**src/rtl/mipi_tx_timing_ctrl.sv**
```systemverilog
// TX timing regenerator between the 4-to-6 line buffer and the MIPI TX controller.
// Rebuilds VSYNC from the RX frame start, enforces a VSYNC-to-HSYNC guard, gates lines and checks geometry.
module mipi_tx_timing_ctrl #(
  parameter int MIPI_TX_HRES = 1920,
  parameter int MIPI_TX_VRES = 1080,
  parameter int PIX_PER_BEAT = 6,
  parameter int DATA_WIDTH   = 60,
  parameter int VS_WIDTH     = 16,
  parameter int VS_TO_HS     = 64
) (
  input  logic                  mipi_pclk,
  input  logic                  i_rst,
  input  logic                  i_rx_vsync,
  input  logic                  i_line_hsync,
  input  logic                  i_line_valid,
  input  logic [DATA_WIDTH-1:0] i_line_data,
  input  logic                  i_clear,
  output logic                  mipi_tx_vsync,
  output logic                  mipi_tx_hsync,
  output logic                  mipi_tx_valid,
  output logic [DATA_WIDTH-1:0] mipi_tx_data,
  output logic [15:0]           o_frame_cnt,
  output logic [11:0]           o_line_cnt,
  output logic [15:0]           o_drop_cnt,
  output logic                  o_err_hres,
  output logic                  o_err_vres
);

  localparam int EXP_BEATS = MIPI_TX_HRES / PIX_PER_BEAT;
  localparam logic [10:0] EXP_BEATS_W = 11'(EXP_BEATS);
  localparam logic [11:0] VRES_W      = 12'(MIPI_TX_VRES);
  localparam int TMAX = (VS_WIDTH > VS_TO_HS) ? VS_WIDTH : VS_TO_HS;
  localparam int TW   = $clog2(TMAX + 1);
  localparam logic [TW-1:0] VS_LAST    = TW'(VS_WIDTH - 1);
  localparam logic [TW-1:0] GUARD_LAST = TW'(VS_TO_HS - 1);

  typedef enum logic [1:0] {
    IDLE   = 2'd0,
    VSYNC  = 2'd1,
    GUARD  = 2'd2,
    ACTIVE = 2'd3
  } state_t;

  state_t state, state_nxt;

  logic                  vs_s1, vs_s1_d;
  logic                  hs_s1, hs_s1_d;
  logic                  valid_s1;
  logic [DATA_WIDTH-1:0] data_s1;

  logic [TW-1:0] timer;
  logic          pend_q;
  logic          pass_q;
  logic [10:0]   beats;
  logic [11:0]   cur_lines;

  logic        vs_rise, line_start, line_end;
  logic        pass_ok, pass_now, in_prog, pass_end;
  logic        set_pend, enter_vs, close_frame;
  logic        fwd_beat;
  logic [11:0] lines_inc;
  logic        hres_evt, vres_evt, drop_evt;

  assign vs_rise    = vs_s1 & ~vs_s1_d;
  assign line_start = hs_s1 & ~hs_s1_d;
  assign line_end   = ~hs_s1 & hs_s1_d;

  // The pass/drop verdict is taken once at line_start and held in pass_q for the rest of the line.
  assign pass_ok  = (state == ACTIVE) && !pend_q;
  assign pass_now = line_start ? pass_ok : pass_q;
  assign in_prog  = hs_s1 & pass_now;
  assign pass_end = line_end & pass_q;
  assign fwd_beat = hs_s1 & valid_s1 & pass_now;

  assign lines_inc = (pass_end && (cur_lines != 12'hFFF)) ? cur_lines + 12'd1 : cur_lines;
  assign hres_evt  = pass_end && (beats != EXP_BEATS_W);
  assign vres_evt  = close_frame && (lines_inc != VRES_W);
  assign drop_evt  = line_start & ~pass_ok;

  always_comb begin
    // NOTE: every signal written here gets a default first, so no path can leave one unassigned and infer a latch.
    state_nxt   = state;
    set_pend    = 1'b0;
    enter_vs    = 1'b0;
    close_frame = 1'b0;
    case (state)
      IDLE: begin
        if (vs_rise) begin
          state_nxt = VSYNC;
          enter_vs  = 1'b1;
        end
      end
      VSYNC: begin
        if (timer == VS_LAST) state_nxt = GUARD;
      end
      GUARD: begin
        if (timer == GUARD_LAST) state_nxt = ACTIVE;
      end
      ACTIVE: begin
        // A frame start during a passed line waits for that line's end before restarting.
        if (pend_q ? line_end : (vs_rise && !in_prog)) begin
          state_nxt   = VSYNC;
          enter_vs    = 1'b1;
          close_frame = 1'b1;
        end else if (vs_rise && in_prog && !pend_q) begin
          set_pend = 1'b1;
        end
      end
      default: state_nxt = IDLE;
    endcase
  end

  always_ff @(posedge mipi_pclk) begin
    // NOTE: sequential state always uses non-blocking assignments so every register samples pre-edge values.
    if (i_rst) begin
      vs_s1    <= 1'b0;
      vs_s1_d  <= 1'b0;
      hs_s1    <= 1'b0;
      hs_s1_d  <= 1'b0;
      valid_s1 <= 1'b0;
      data_s1  <= '0;
    end else begin
      vs_s1    <= i_rx_vsync;
      vs_s1_d  <= vs_s1;
      hs_s1    <= i_line_hsync;
      hs_s1_d  <= hs_s1;
      valid_s1 <= i_line_valid;
      data_s1  <= i_line_data;
    end
  end

  always_ff @(posedge mipi_pclk) begin
    if (i_rst) begin
      state     <= IDLE;
      timer     <= '0;
      pend_q    <= 1'b0;
      pass_q    <= 1'b0;
      beats     <= '0;
      cur_lines <= '0;
    end else begin
      state <= state_nxt;
      if ((state_nxt == state) && ((state == VSYNC) || (state == GUARD))) begin
        timer <= timer + TW'(1);
      end else begin
        timer <= '0;
      end
      pend_q    <= enter_vs ? 1'b0 : (pend_q | set_pend);
      pass_q    <= pass_now & hs_s1;
      cur_lines <= close_frame ? 12'd0 : lines_inc;
      if (line_start) begin
        beats <= {10'd0, valid_s1};
      end else if (fwd_beat && (beats != 11'h7FF)) begin
        beats <= beats + 11'd1;
      end
    end
  end

  // TX outputs and status; VSYNC out trails the VSYNC state by one cycle to line up with the data path.
  always_ff @(posedge mipi_pclk) begin
    if (i_rst) begin
      mipi_tx_vsync <= 1'b0;
      mipi_tx_hsync <= 1'b0;
      mipi_tx_valid <= 1'b0;
      mipi_tx_data  <= '0;
      o_frame_cnt   <= '0;
      o_line_cnt    <= '0;
      o_drop_cnt    <= '0;
      o_err_hres    <= 1'b0;
      o_err_vres    <= 1'b0;
    end else begin
      mipi_tx_vsync <= (state == VSYNC);
      mipi_tx_hsync <= hs_s1 & pass_now;
      mipi_tx_valid <= fwd_beat;
      mipi_tx_data  <= fwd_beat ? data_s1 : '0;
      if (enter_vs)    o_frame_cnt <= o_frame_cnt + 16'd1;
      if (close_frame) o_line_cnt  <= lines_inc;
      o_err_hres <= hres_evt | (o_err_hres & ~i_clear);
      o_err_vres <= vres_evt | (o_err_vres & ~i_clear);
      if (drop_evt) begin
        if (i_clear)                     o_drop_cnt <= 16'd1;
        else if (o_drop_cnt != 16'hFFFF) o_drop_cnt <= o_drop_cnt + 16'd1;
      end else if (i_clear) begin
        o_drop_cnt <= '0;
      end
    end
  end

endmodule

```
**config.mk**
```make
export PLATFORM = sky130hd
export DESIGN_NAME = mipi_tx_timing_ctrl
export DESIGN_NICKNAME = d
export VERILOG_FILES = /design/src/rtl/mipi_tx_timing_ctrl.sv
export SDC_FILE = /design/constraint.sdc
export NUM_CORES = 1
export LEC_CHECK = 0
export CAP_MARGIN = 0
export CORE_UTILIZATION = 39
export CTS_CLUSTER_SIZE = 16
export DETAILED_ROUTE_END_ITERATION = 7
export DONT_BUFFER_PORTS = 1
export PLACE_DENSITY = 0.55
export RECOVER_POWER = 100
export SLEW_MARGIN = 20
export SYNTH_ARGS = -nofsm -noshare
export SYNTH_HDL_FRONTEND = slang
export SYNTH_SLANG_ARGS = --single-unit
```
**constraint.sdc**
```tcl
create_clock -name mipi_pclk -period 3 [get_ports mipi_pclk]
set_input_delay 0.45 -clock mipi_pclk [delete_from_list [all_inputs] [get_ports mipi_pclk]]
set_output_delay 0.45 -clock mipi_pclk [all_outputs]
set_load 0.05 [all_outputs]
```
# After elaboration in Yosys (flattened, before gate mapping)
# Index checks and enable logic that the tools add are counted.
[totals] output_inout_bits=109 register_bits=207 word_cells=100
[classes] eq_ne=11 n_reduce_logical=22 bitwise=20 n_mux=21 n_addsub=5
[ops] cell="16-bit two-way mux" count=4
[ops] cell="16-bit by 1-bit adder with 16-bit output (second input constant)" count=2
[ops] cell="16-bit inequality test (second input constant)" count=1
[ops] cell="12-bit by 1-bit adder with 12-bit output (second input constant)" count=1
[ops] cell="12-bit two-way mux" count=1
[ops] cell="12-bit by 11-bit inequality test with 1-bit output (second input constant)" count=1
[ops] cell="12-bit inequality test (second input constant)" count=1
[ops] cell="11-bit by 1-bit adder with 11-bit output (second input constant)" count=1
[ops] cell="11-bit inequality test (second input constant)" count=1
[ops] cell="11-bit by 9-bit inequality test with 1-bit output (second input constant)" count=1
[ops] cell="1-bit bitwise AND" count=10
[ops] cell="1-bit two-way mux" count=10
[ops] cell="2-bit OR reduction" count=5
[ops] cell="1-bit logical AND" count=9
[ops] cell="2-bit two-way mux" count=4
[ops] cell="2-bit case mux with 4 select lines" count=1
[ops] cell="7-bit by 1-bit adder with 7-bit output (second input constant)" count=1
[ops] cell="7-bit by 4-bit equality test with 1-bit output (second input constant)" count=1
[ops] cell="7-bit by 6-bit equality test with 1-bit output (second input constant)" count=1
[ops] cell="1-bit NOT" count=7
[ops] cell="2-bit nonzero test" count=3
[ops] cell="2-bit equality test (second input constant)" count=2
[ops] cell="1-bit OR" count=3
[ops] cell="2-bit by 1-bit equality test with 1-bit output (second input constant)" count=1
[ops] cell="6 further kinds" count=7

# Depth between registers and ports, before layout
# Gate-level depths: netlist of the first run.
[depth] depth_word=13 mapped_depth=9 depth_no_buf=8

# Least setup slack after synthesis of the first run
# No wires, ideal clock.
[synth_timing] kind="reg-to-reg" start="register state[0]" end="register o_frame_cnt[13]" synth_period_minus_slack_ns=2.212 n_path_buf=1 setup_ns=0.071 path_slack_ns=0.788 stages_incl_launch_ff=9 arrival_time_ns=2.141 cell_sequence="dfxtp_1 inv_1 ha_1 or4bb_1 nor2_1 a21oi_2 buf_2 or3_1 a21oi_1"
[synth_via] elab_chain_len=9 word_cells_on_any_way=10 classes_between="eq/ne: 1; mux: 4; bitwise: 1; reduce/logical: 4"
[synth_rtl] element="from (decl)" line_no="44" source="state_t state, state_nxt;"
[synth_rtl] element="from (signal assigned)" line_no="141" source="state <= state_nxt;"
[synth_rtl] element="2-bit equality test" line_no="69, 86"
[synth_rtl] element="1-bit logical AND" line_no="69" source="assign pass_ok = (state == ACTIVE) && !pend_q;"
[synth_rtl] element="1-bit two-way mux" line_no="70" source="assign pass_now = line_start ? pass_ok : pass_q;"
[synth_rtl] element="1-bit bitwise AND" line_no="71" source="assign in_prog = hs_s1 & pass_now;"
[synth_rtl] element="1-bit logical NOT" line_no="101" source="if (pend_q ? line_end : (vs_rise && !in_prog)) begin"
[synth_rtl] element="1-bit logical AND" line_no="101"
[synth_rtl] element="1-bit two-way mux (2 in series)" line_no="101"
[synth_rtl] element="1-bit case mux with 2 select lines (*)" line_no="86" source="case (state)"
[synth_rtl] element="to (signal assigned)" line_no="175" source="if (enter_vs) o_frame_cnt <= o_frame_cnt + 16'd1;"
[synth_rtl] element="to (decl)" line_no="22" source="output logic [15:0] o_frame_cnt,"
# Mark *: on every way between the ends. The rest lies on a longest branch, timed or not.
# A chain may end at the register's enable or synchronous reset.

==> qor.csv, run 1 <==
stage,metric,value,unit
timing,setup_viol,0,
timing,tightest_slew,0.877,ns
clocking,clk_pin_slew_worst_paths,0.06,ns
drt,wl_per_cell,15.3,um
finish,layout-drive-gt1-share,6.15,%
grt,grt_antenna_before_repair,0,
grt,grt-ovfl-total,0,
timing,fin_ws,0.387,ns
yosys,synth_top_area_cell,dfxtp_1,
grt,track_usage,15.7,%
timing,drv_slew,0,
placed_design,placed_cells,965,
floorplanning,rows,49,
finish,final_area,0.00842,mm^2
placed_design,pre_cts_slack,0.457,ns
power_and_ir_drop,p_total,5.84,mW
clocking,cts-root-buf,clkbuf_16,
placed_design,port_buffers,0,
grt,grt_pass1_wl,25.1,mm
finish,final_util,46.1,%
clocking,h-tree-depth,1,
yosys,synth.top_cells.by_area,"dfxtp_1, nor2b_1, and2_1, nor2_1, xnor2_1",
timing,grt_setup_unrepaired,no,
floorplanning,core,0.0183,mm^2
setup_path,startpoint,mipi_tx_hsync$_SDFF_PP0_,
drt,drtIter0Drc,196,
power_and_ir_drop,p_leak,3.12,nW
yosys,ys.flop_type,dfxtp_1,
setup_path,path_class,reg -> reg,
yosys,syn_area_per_cell,9.89,um^2
yosys,synth_most_common_cell,dfxtp_1,
setup_path,worst-path-max-fanout,7,
clocking,cts_buffer_depth,3,
flow_run,max_cap_viol_count,0,
timing,finalCritPeriodShare,87.1,%
timing,max_slew_margin,41.6,%
grt,first_global_vias,4994,
grt,globalRouteMet1Util,19.7,%
timing,fin_tns_setup,0,ns
floorplanning,die-area,0.0195,mm^2
yosys,synth_top_cell_area_share,56.2,%
clocking,cts.sinks,207,
drt,drtAntennaViolNets,0,
setup_path,cp_data_required_time,3.38,ns
floorplanning,die-width,140,um
power_and_ir_drop,irDropWorstVdd,386,uV
timing,finClkSkew,0.0143,ns
yosys,syn-cell-area,0.00737,mm^2
yosys,synthDistinctLibCells,58,
clocking,cts_tree,built,
yosys,synth_edf_count,0,
timing,holdWs,0.0212,ns
yosys,ys_ff_latch,207,
power_and_ir_drop,power_density,693,mW/mm^2
status,run_status,finished clean,
finish,syn2layout_area_growth,14.1,%
placed_design,place_hpwl,10.2,mm
grt,grt_busiest_layer,met2,
floorplanning,die_height,140,um
clocking,clk_latency,0.50,ns
timing,fmax,0.383,GHz
setup_path,cp-end-kind,flip-flop,
yosys,yosysWarnings,0,
drt,routed_wl,15.4,mm
yosys,async_flop_share,0,%
finish,fin_nets,842,
yosys,yosysSeqAreaShare,56.2,%
yosys,synth_common_cells,"dfxtp_1, nor2_1, nor2b_1",
floorplanning,start_util,40.4,%
setup_path,arrival,3.00,ns
min_path,min-delay-path-class,in -> reg,
finish,instances_no_fill,1009,
grt,grt_max_degree,104,
setup_path,timing.rr.start,mipi_tx_hsync$_SDFF_PP0_,
drt,vias,5039,
grt,grtUsageMet2,26.0,%
timing,hold_viol_final,0,
drt,drc,0,
floorplanning,ios,175,
clocking,cts_buffers,23,
setup_path,startpoint_type,flip-flop,
yosys,synth_cells,746,
placed_design,gp_congestion,0.961,
placed_design,postPlaceCellArea,0.00770,mm^2
drt,first_pass_iters,6,
finish,diodes,0,
grt,grt_use_met3,4.06,%
drt,vias_per_cell,4.99,
yosys,syn-num-nets,824,
min_path,holdCritStartpoint,i_rst,
timing,min_period,2.61,ns
## worst max-delay path: stages, from the launching register on
cell      delay (ns)
dfxtp_1         0.54
or4b_1          0.57
o211ai_1        0.39
nand2_1         0.27
a21oi_1         0.44
mux2i_1         0.24
nor2_1          0.06
## registers in the layout, summed over array words and instances, names as in the netlist
name / count
data_s1: 60
mipi_tx_data: 60
o_drop_cnt: 16
o_frame_cnt: 16
cur_lines: 12
o_line_cnt: 12
beats: 11
timer: 7
state: 2
hs_s1: 1
hs_s1_d: 1
mipi_tx_hsync: 1
mipi_tx_valid: 1
mipi_tx_vsync: 1
o_err_hres: 1
o_err_vres: 1
pend_q: 1
valid_s1: 1
vs_s1: 1
vs_s1_d: 1
## repair_timing
item | in CTS | in global routing
hold endpoints to repair | 8 | 3
buffers inserted | 0 | 0
hold buffers | 2 | 1
gates resized for setup | 0 | 0
## where the power goes
group / internal (mW) / switching, mW / leakage, nW
combinational: 0.0580 / 0.0762 / 1.05
clock: 1.77 / 1.10 / 0.379
sequential: 2.80 / 0.0245 / 1.69
total: 4.63 / 1.20 / 3.12
## area by class of cell
type	instances	area, um^2
multi-input cells	494	3030
fillers	1751	9850
clock buffers	30	642
repair buffers	25	121
clock inverters	11	149
flip-flops and latches	207	4140
well taps	229	287
inverters	13	48.8
## layout by cell type (no fill, tap or decap), types with 3 or more instances in the layout
cell	instances
dfxtp_1	207
nor2_1	84
nor2b_1	71
and2_1	48
nand2_1	35
a21oi_1	24
xnor2_1	23
clkbuf_16	23
clkbuf_1	22
nand3_1	21
nand4_1	18
xor2_1	16
nor3_1	16
and2_0	15
inv_1	13
ha_1	12
and3_1	10
o21ai_0	10
mux2i_1	9
a31oi_1	9
nand2b_1	7
and4_1	7
or3_1	7
nor4_1	7
clkbuf_8	4
o22ai_1	3
and3b_1	3
clkinvlp_4	3
bufinv_16	3
dlygate4sd3_1	3
## cell families (layout without fill, tap and decap cells)
| family | after synthesis | count (layout) | share of synthesized area (%) |
|---|---|---|---|
| and+or+nand+nor | 364 | 364 | 27.1 |
| buffers and inverters | 45 | 79 | 2.41 |
| muxes | 11 | 11 | 1.53 |
| adders and majority gates | 12 | 12 | 2.04 |
| xor gates and xnor gates | 39 | 39 | 4.63 |
| DFF | 207 | 207 | 56.2 |
| AOI/OAI and AO/OA | 68 | 68 | 6.07 |
## final timing paths
check | end | depth (start not counted) | slack, ns
worst max-delay path | o_frame_cnt[1]$_SDFFE_PP0P_ | 6 | 0.39
worst min-delay path | o_frame_cnt[9]$_SDFFE_PP0P_ | 1 | 0.02
worst max register to register | o_frame_cnt[1]$_SDFFE_PP0P_ | 6 | 0.39
worst min register to register | mipi_tx_data[15]$_SDFF_PP0_ | 1 | 0.42
## routing by layer
metal	routed length, um	share of wire (%)
met5	0	0
met1	6930	45
met2	7040	46
met4	326	2.1
met3	1110	7.2
(Power assumes the default switching activity.)
==> run 2, diff against run 1 <==
Settings changed: GPL_TIMING_DRIVEN set to 1.
==> results of run 2 <==
The final DEF is identical to that of run 1; final timing and power are the same.
